===== src/rtl/outport_out_interface.sv =====
// Output-side stage: round-robin arbitration among requesting inports, packet-long grant hold,
// one-entry output register to the link. Define OUTPORT_PKT_CNT_EN to add the pkt_count output.
module outport_out_interface #(
    parameter int unsigned no_inport                   = 6,
    parameter int unsigned floorplusone_log2_no_inport = 3,
    parameter int unsigned phit_size                   = 16
) (
    input  logic                           clk,
    input  logic                           rs,
    input  logic [no_inport*phit_size-1:0] indatas,
    input  logic [no_inport-1:0]           in_sent_req_vec,
    input  logic [no_inport-1:0]           in_new_vec,
    output logic [no_inport-1:0]           calls,
    output logic [no_inport-1:0]           ready_vec,
    output logic [phit_size-1:0]           outdata,
    output logic                           out_new,
    output logic                           out_sent_req,
    input  logic                           down_full,
    input  logic                           down_pre_full,
    output logic                           busy
`ifdef OUTPORT_PKT_CNT_EN
    ,
    output logic [15:0]                    pkt_count
`endif
);

    localparam int unsigned PW = floorplusone_log2_no_inport;

    typedef enum logic [1:0] {
        IDLE  = 2'd0,
        ARB   = 2'd1,
        XFER  = 2'd2,
        DRAIN = 2'd3
    } state_t;

    state_t                state, state_nx;
    logic [PW-1:0]         rr_ptr, rr_ptr_nx;
    logic [PW-1:0]         grant, grant_nx;
    logic [PW-1:0]         arb_idx, scan_idx;
    logic                  arb_found;
    logic                  accept;
    logic [no_inport-1:0]  grant_oh;
    logic [phit_size-1:0]  sel_data;

    function automatic logic [PW-1:0] wrap_inc(input logic [PW-1:0] v);
        return (v == PW'(no_inport - 1)) ? '0 : v + PW'(1);
    endfunction

    // Scan once around the ring starting at rr_ptr; first requester wins.
    always_comb begin
        arb_found = 1'b0;
        arb_idx   = '0;
        scan_idx  = rr_ptr;
        for (int unsigned k = 0; k < no_inport; k++) begin
            if (!arb_found && in_sent_req_vec[scan_idx]) begin
                arb_found = 1'b1;
                arb_idx   = scan_idx;
            end
            scan_idx = wrap_inc(scan_idx);
        end
    end

    always_comb begin
        grant_oh        = '0;
        grant_oh[grant] = 1'b1;
        sel_data        = '0;
        for (int unsigned i = 0; i < no_inport; i++) begin
            if (grant == PW'(i)) begin
                sel_data = indatas[i*phit_size +: phit_size];
            end
        end
    end

    always_comb begin
        state_nx  = state;
        grant_nx  = grant;
        rr_ptr_nx = rr_ptr;
        calls     = '0;
        ready_vec = '0;
        accept    = 1'b0;
        case (state)
            IDLE: begin
                if (|in_sent_req_vec) begin
                    state_nx = ARB;
                end
            end
            ARB: begin
                if (arb_found) begin
                    grant_nx = arb_idx;
                    state_nx = XFER;
                end else begin
                    state_nx = IDLE;
                end
            end
            XFER: begin
                calls = grant_oh;
                // A phit sitting in the output register plus pre_full means the last
                // downstream slot is already spoken for.
                if (!down_full && !(down_pre_full && out_new)) begin
                    ready_vec = grant_oh;
                end
                accept = |(in_new_vec & ready_vec);
                if (!in_sent_req_vec[grant]) begin
                    state_nx = DRAIN;
                end
            end
            DRAIN: begin
                rr_ptr_nx = wrap_inc(grant);
                state_nx  = IDLE;
            end
            default: begin
                state_nx = IDLE;
            end
        endcase
    end

    assign busy = (state != IDLE);

    always_ff @(posedge clk or negedge rs) begin
        if (!rs) begin
            state        <= IDLE;
            rr_ptr       <= '0;
            grant        <= '0;
            outdata      <= '0;
            out_new      <= 1'b0;
            out_sent_req <= 1'b0;
        end else begin
            state   <= state_nx;
            rr_ptr  <= rr_ptr_nx;
            grant   <= grant_nx;
            out_new <= accept;
            if (accept) begin
                outdata <= sel_data;
            end
            if (accept) begin
                out_sent_req <= 1'b1;
            end else if (state == DRAIN) begin
                out_sent_req <= 1'b0;
            end
        end
    end

`ifdef OUTPORT_PKT_CNT_EN
    always_ff @(posedge clk or negedge rs) begin
        if (!rs) begin
            pkt_count <= '0;
        end else if (state == XFER && state_nx == DRAIN) begin
            pkt_count <= pkt_count + 16'd1;
        end
    end
`endif

endmodule


===== config.mk =====
export PLATFORM = sky130hd
export DESIGN_NAME = outport_out_interface
export DESIGN_NICKNAME = d
export VERILOG_FILES = /design/src/rtl/outport_out_interface.sv
export SDC_FILE = /design/constraint.sdc
export NUM_CORES = 1
export LEC_CHECK = 0
export ABC_AREA = 1
export CAP_MARGIN = 30
export CORE_MARGIN = 1
export CORE_UTILIZATION = 40
export DETAILED_ROUTE_END_ITERATION = 8
export HOLD_SLACK_MARGIN = 0.02
export PLACE_DENSITY = 0.77
export SLEW_MARGIN = 20
export SYNTH_ARGS = -nofsm -noshare
export SYNTH_HDL_FRONTEND = slang
export SYNTH_SLANG_ARGS = --single-unit

===== constraint.sdc =====
create_clock -name clk -period 3.7 [get_ports clk]
set_input_delay 0.74 -clock clk [delete_from_list [all_inputs] [get_ports clk]]
set_output_delay 0.74 -clock clk [all_outputs]
set_load 0.005 [all_outputs]

# Word level (Yosys, flattened, before mapping)
# Index checks and enable logic that the tools add are counted.
[op_classes]
mul = 0
bitwise_logic = 1
shift = 0
muxes = 51
n_eq_ne = 15
add_sub_neg = 6
reduce_logical = 23
n_lt_le_gt_ge = 8
div_mod_pow = 0
[op_table]
columns = ["op", "count"]
rows = [
  ["2-to-1 mux 16 bit", 6],
  ["2-to-1 mux 3 bit", 12],
  ["< comparator 3 x 4 -> 1 bit (second input constant)", 7],
  ["2-to-1 mux 6 bit", 4],
  ["binary-select mux 1 bit (select 3 bit)", 7],
  ["equality test 3 bit (second input constant)", 7],
  ["adder 3 x 1 -> 3 bit (second input constant)", 6],
  ["2-to-1 mux 1 bit", 17],
  ["OR reduction 6 bit", 2],
  ["logical AND 1 bit", 8],
  ["case mux 2 bit (4 select lines)", 1],
  ["logical NOT 1 bit", 7],
  ["bitwise AND 6 bit", 1],
  ["equality test 3 x 2 -> 1 bit (second input constant)", 2],
  ["2-to-1 mux 2 bit", 3],
  ["equality test 2 bit (second input constant)", 2],
  ["inequality test 2 bit (second input constant)", 2],
  ["AND reduction 2 bit", 2],
  ["nonzero test 2 bit", 2],
  ["demux 1 bit (select 3 bit)", 1],
  ["equality test 3 x 1 -> 1 bit (second input constant)", 1],
  ["greater-or-equal comparator 3 x 1 -> 1 bit (second input constant)", 1],
  ["logical NOT 3 bit", 1],
  ["equality test 2 x 1 -> 1 bit (second input constant)", 1],
  ["logical NOT 2 bit", 1],
]
[totals]
in_bits = 112
out_inout_bits = 31
register_bits = 26
latchBits = 0
mem_bits_rw = 0
n_memories = 0
romBits = 0

# Longest topological paths before layout
# Gate-level depths: netlist (run 1).
[logic_depth]
word_depth = 20
ltp_mapped = 20
mapped_depth_nobuf = 20

# Worst setup path before layout (run 1)
# No wires, ideal clock.
[synth_path]
path_type = "flip-flop to flip-flop"
startpoint = "register rr_ptr[0]"
endpoint = "register grant[2]"
required_time_ns = 3.584
synth_period_minus_slack_ns = 2.555
path_stages_with_launch = 19
path_buffers = 0
setup_slack_ns = 1.145
arrival_ns = 2.438
cell_sequence = "dfrtp_1 -> inv_2 -> nand2_1 -> nand2_2 -> inv_2 -> ha_1 -> nand4_1 -> nand2_1 -> inv_2 -> ha_1 -> nand2_1 -> nand3_4 -> nand2_2 -> nand2_2 -> nand3_2 -> nand2_2 -> nand3_2 -> nand2_1 -> nand2_1"
[synth_between]
elab_chain_cells = 19
word_cells_on_any_way = 50
[synth_lines]
columns = ["item", "line_no", "rtl"]
rows = [
  ["from (decl)", "37", "logic [PW-1:0] rr_ptr, rr_ptr_nx;"],
  ["from (signal assigned)", "129", "rr_ptr <= rr_ptr_nx;"],
  ["branches (longest 19 deep; another with adder 3 x 1 -> 3 bit)", "--", ""],
  ["to (signal assigned)", "130", "grant <= grant_nx;"],
  ["to (decl)", "38", "logic [PW-1:0] grant, grant_nx;"],
]
# Parallel ways; which one is timed is not known. The select of a mux whose other input is x is not followed.
# A chain may end at the register's enable or synchronous reset.

# Worst setup path in the final report (run 1)
[layout_path]
startpoint = "register rr_ptr[0]"
endpoint = "register grant[1]"
# The elaborated chain is that of the path after synthesis.

==> impl_metrics.yaml, run 1 <==
yosys:
  yosysTopAreaCellShare_pct: 22.4
  yosysUniqueCellTypes: 36
  ys_seq_area_share_pct: 22.4
  ys_dominant_reg_cell: "dfrtp_1"
  synth_cells: 451
  synth_nets: 567
  ys.warnings.count: 0
  syn_area_mm2: 0.00291
  synth.avg_cell_area_um2: 6.45
  synth_async_sr_flop_share_pct: 100
  synth_area_leader_cell: "dfrtp_1"
  synthTopCellsByCount: "nand2_1, nand3_1, o211ai_1, nor2_1, dfrtp_1"
  synth_edf_count: 0
  ys_ff_latch: 26
  yosys.cell_count.top_type: "nand2_1"
  synthTopCellsByArea: "dfrtp_1, nand2_1, nand3_1, o211ai_1, nand2_2"
sta:
  slew_headroom_pct: 57.5
  tightest_slew_ps: 635
  final-hold-violation-count: 0
  fin_crit_ps: 3030
  fin_setup_tns_ps: 0
  period_share_pct: 81.9
  max_freq_mhz: 330
  finalClockSkew_ps: 5.82
  rsz0062_at_grt: "false"
  slew_viol_final: 0
  setup_violations: 0
  worst_slack_ps: 668
clock_network:
  clockBufferDepth: 2
  cts_tree: "done"
  cts_buffers: 3
  post_cts_buffers: 0
  htreeDepth: 1
  cts_hold_buffers: 0
  clock_latency_ps: 280
  ctsResizeCount: 0
  cts_sinks: 26
  root_buffer: "clkbuf_8"
  clk_pin_slew_worst_paths_ps: 100
worst_setup_path:
  start_kind: "flip-flop"
  crit_required_ps: 3870
  crit_fanout: 10
  path_class: "flip-flop to flip-flop"
  crit_path_end_kind: "flip-flop"
  arrival_ps: 3200
global_routing:
  grt_pass1_wl_um: 16600
  antenna_found_initial: 0
  grt_max_degree: 37
  grt_pass1_vias: 3456
  track_usage_pct: 28.5
  overflow: 0
finish:
  fin_util_pct: 64.2
  syn_to_final_growth_pct: 52.4
  antenna_cells: 0
  fin_nets: 696
  fin_cells: 675
  drive_above_1_share_pct: 12.4
floorplanning:
  die_width_um: 87.3
  dieArea_mm2: 0.00762
  rows: 30
  initial_core_util_pct: 42.1
  coreArea_mm2: 0.00691
  ios: 143
  die_h_um: 87.3
power:
  p_leak_nw: 2.08
  powerDensity_mw_per_mm2: 852
  ir_worst_vdd_v: 0.000304
routing:
  drt_first_pass_iters: 7
  vias: 3558
  routed_wl_um: 10400
  ant_nets: 0
  via_per_inst: 5.27
  drtIter0Drc: 197
  wire_per_inst_um: 15.4
  drc: 0
placed_design:
  place_congestion: 0.949
  preCtsSetupSlack_ps: 703
  dp.cells: 671
  hpwl_um: 8490
  io_buffers: 142
status:
  status: "finished clean"
min_path:
  hold_class: "flip-flop to flip-flop"
flow_run:
  maxCapViolations: 0
flip-flops by register name, summed over array words and instances (netlist names), named ones only:
name and count:
grant 3, out_new 1, out_sent_req 1, outdata 16
rr_ptr 3, state 1
layout by cell type (no fill, tap or decap), types with 9 or more instances in the layout:
master and n:
o21ai_0 14, dfrtp_1 26, clkdlybuf4s50_1 142, inv_2 13
nand3_2 10, o21ai_1 9, a21oi_1 20, nor2_1 28
nand2_1 141, o211ai_1 32, nand3_1 54, inv_1 24
nand2_2 17
area by class of cell:
cell class / instances / area (µm²)
Clock inverter: 1 / 30.0
Tap cell: 96 / 120
Sequential cell: 26 / 651
Multi-Input combinational cell: 365 / 2000
Inverter: 37 / 139
Clock buffer: 3 / 41.3
Timing Repair Buffer: 147 / 1460
Fill cell: 643 / 2470
power breakdown:
part / internal, mW / switching (mW) / total, mW
combinational: 1.14 / 1.86 / 3.00
clock: 0.145 / 0.0966 / 0.242
sequential: 0.404 / 0.129 / 0.533
total: 1.69 / 2.09 / 3.78
cell families (layout without fill, tap and decap cells):
| group | Yosys count | in the layout | synth area share (%) |
|---|---|---|---|
| flops | 26 | 26 | 22.4 |
| buf+inv | 60 | 188 | 9.07 |
| compound gates | 87 | 87 | 19.7 |
| fa+ha+maj | 4 | 4 | 1.72 |
| simple gates | 274 | 274 | 47.2 |
path summary, 6_finish.rpt:
path | startpoint | endpoint | slack, ps | depth (start not counted)
hold reg to reg | outdata[11] | outdata[11] | 490 | 2
max in group asynchronous | rs | outdata[4] | 2600 | 2
setup reg to reg | rr_ptr[0] | grant[1] | 670 | 18
hold / removal | outdata[11] | outdata[11] | 490 | 2
min in group asynchronous | rs | outdata[12] | 830 | 2
setup / recovery | rr_ptr[0] | grant[1] | 670 | 18
stage by stage:
step / total power, mW / instance area, µm² / hold slack, ps
floorplan: 2.72 / 2910 / 444
global placement: 3.48 / 4360 / 465
detailed placement: 3.52 / 4360 / 470
CTS: 3.77 / 4440 / 497
global route: 4.15 / 4440 / 507
finish: 3.78 / 4440 / 492
critical path: stages, from the launching register on:
cell,delay [ps]
dfrtp_1,520
inv_2,220
nand2_1,120
nand2_2,130
inv_2,50
ha_1,350
nand4_1,170
nand2_1,150
inv_2,50
ha_1,380
nand2_1,140
nand3_4,130
nand2_2,60
nand2_2,60
nand3_2,80
nand2_2,70
nand3_2,90
nand2_1,80
nand2_1,60
metal layers:
metal	vias up	track usage (%)	routed length, µm
li1	1779	-	-
met1	1596	31.9	3900
met2	150	51.5	5280
met3	33	6.35	739
met4	0	12.7	473
met5	-	0	0
No activity file was read; power rests on OpenSTA's default activity.
==> run 2, diff against run 1 <==
clock period = 3.2 ns   (was 3.7 ns; I/O delays follow)
==> run 2 against run 1 <==
Against the previous run: total power grew 16%; die area is the same; core utilization grew 0.33 points.
==> impl_metrics.yaml, run 2 (synthesized netlist as in run 1, its figures left out) <==
placed_design:
  place_congestion: 0.925
  preCtsSetupSlack_ps: 362
  dpl_cell_area_mm2: 0.00439
  io_buffers: 142
  dp.cells: 674
  hpwl_um: 8540
worst_setup_path:
  start_kind: "flip-flop"
  crit_chain: "inv_2 > nand3_2 > nand2_2 > inv_2 > ha_1 > nand4_1 > nand2_1 > inv_2 > ha_1 > nand2_1 > nand3_4 > nand2_2 > nand2_2 > nand3_2 > nand2_2 > nand3_2 > nand2_1 > nand2_1"
  crit_fanout: 7
  cpLargestDelayFamily: "simple AND/OR/NAND/NOR gates"
  crit_path_end_kind: "flip-flop"
  crit_required_ps: 3370
  max_stage_delay_ps: 440
  arrival_ps: 3020
  worst-path-buf-inv: 3
  reg2reg_slack_ps: 350
  crit_slowest_cell: "dfrtp_1"
  path_class: "flip-flop to flip-flop"
clock_network:
  post_cts_buffers: 0
  root_buffer: "clkbuf_8"
  ctsResizeCount: 0
  clk_pin_slew_worst_paths_ps: 90
  clockBufferDepth: 2
  htreeDepth: 1
  cts_sinks: 26
  clock_latency_ps: 280
  cts_hold_buffers: 0
  cts_tree: "done"
  cts_buffers: 3
status:
  status: "finished clean"
routing:
  via_per_inst: 5.32
  ant_nets: 0
  drtIter0Drc: 180
  wire_per_inst_um: 15.6
  drt_first_pass_iters: 5
  routed_wl_um: 10600
  drc: 0
  vias: 3608
floorplanning:
  ios: 143
  die_width_um: 87.3
  rows: 30
  die_h_um: 87.3
  initial_core_util_pct: 42.1
  coreArea_mm2: 0.00691
  dieArea_mm2: 0.00762
sta:
  final-hold-violation-count: 0
  fin_setup_tns_ps: 0
  rsz0062_at_grt: "false"
  fin_crit_ps: 2850
  hold_ws_ps: 490
  slew_viol_final: 0
  setup_violations: 0
  max_freq_mhz: 351
  slew_headroom_pct: 65.7
  period_share_pct: 89.0
  finalClockSkew_ps: 12.1
  worst_slack_ps: 353
  tightest_slew_ps: 513
min_path:
  hold_class: "flip-flop to flip-flop"
finish:
  syn_to_final_growth_pct: 53.2
  fin_util_pct: 64.5
  drive_above_1_share_pct: 12.9
  largestRegisters: "outdata (16), grant (3), rr_ptr (3)"
  mostFrequentLayoutCell: "clkdlybuf4s50_1"
  fill_cells: 648
  largest-register: "outdata"
  layout_common_cells: "clkdlybuf4s50_1, nand2_1, nand3_1"
  fin_cells: 678
  fin_nets: 699
  final_area_mm2: 0.00446
  largest_reg_flops: 16
  antenna_cells: 0
power:
  ir_worst_vdd_v: 0.000352
  p_clk_share_pct: 6.5
  netSwitchingFraction_pct: 54.9
  power_mw: 4.37
  intPower_mw: 1.97
  power.switching_mw: 2.40
  power.share.combinational_pct: 79.2
  sequentialPowerShare_pct: 14.2
  powerDensity_mw_per_mm2: 980
  p_leak_nw: 2.09
global_routing:
  overflow: 0
  track_usage_pct: 28.0
  grt_pass1_vias: 3561
  grt_max_degree: 34
  antenna_found_initial: 0
  grt_pass1_wl_um: 16300
flow_run:
  maxCapViolations: 0
run 2: changes by cell type in the layout (fill, tap and decap cells not counted):
cell,delta
buf_4,+3
run 2: layout make-up:
cell class	count	area (µm²)	share of cell area, %
Multi-Input combinational cell	365	2000	44.8
Timing Repair Buffer	150	1480	33.2
Sequential cell	26	651	14.6
Inverter	37	139	3.12
Tap cell	96	120	2.69
Clock buffer	3	41.3	0.926
Clock inverter	1	30.0	0.674
run 2: worst paths after layout:
check | to | depth (start not counted) | startpoint
max | grant[1] | 18 | rr_ptr[1]
min | outdata[0] | 2 | outdata[0]
max reg2reg | grant[1] | 18 | rr_ptr[1]
min reg2reg | outdata[0] | 2 | outdata[0]
max in group asynchronous | outdata[1] | 2 | rs
min in group asynchronous | outdata[11] | 2 | rs
run 2: worst min-delay path, cell delays in order (launching register included):
cell and delay [ps]:
dfrtp_1 360, nand2_1 50, nand2_1 50
run 2: layer usage:
layer	vias to the layer above	GRT usage, %	part of all wire, %
met3	29	7.01	7.8
met5	-	0	0
met4	0	9.69	3.0
met1	1645	29.5	37
met2	159	53.3	52
li1	1775	-	-
run 2: power groups by stage:
stage          Combinational, mW  Sequential, mW  Clock [mW]
2_1_floorplan               2.57           0.570           0
3_3_place_gp                3.37           0.618           0
3_5_place_dp                3.44           0.620           0
4_1_cts                     3.46           0.618       0.286
5_1_grt                     3.83           0.643       0.297
6_report                    3.46           0.622       0.285
==> run 3, diff against run 2 <==
CAP_MARGIN = default   (was 30)
==> results of run 3 <==
Final layout, timing and power as in run 2 (identical DEF).
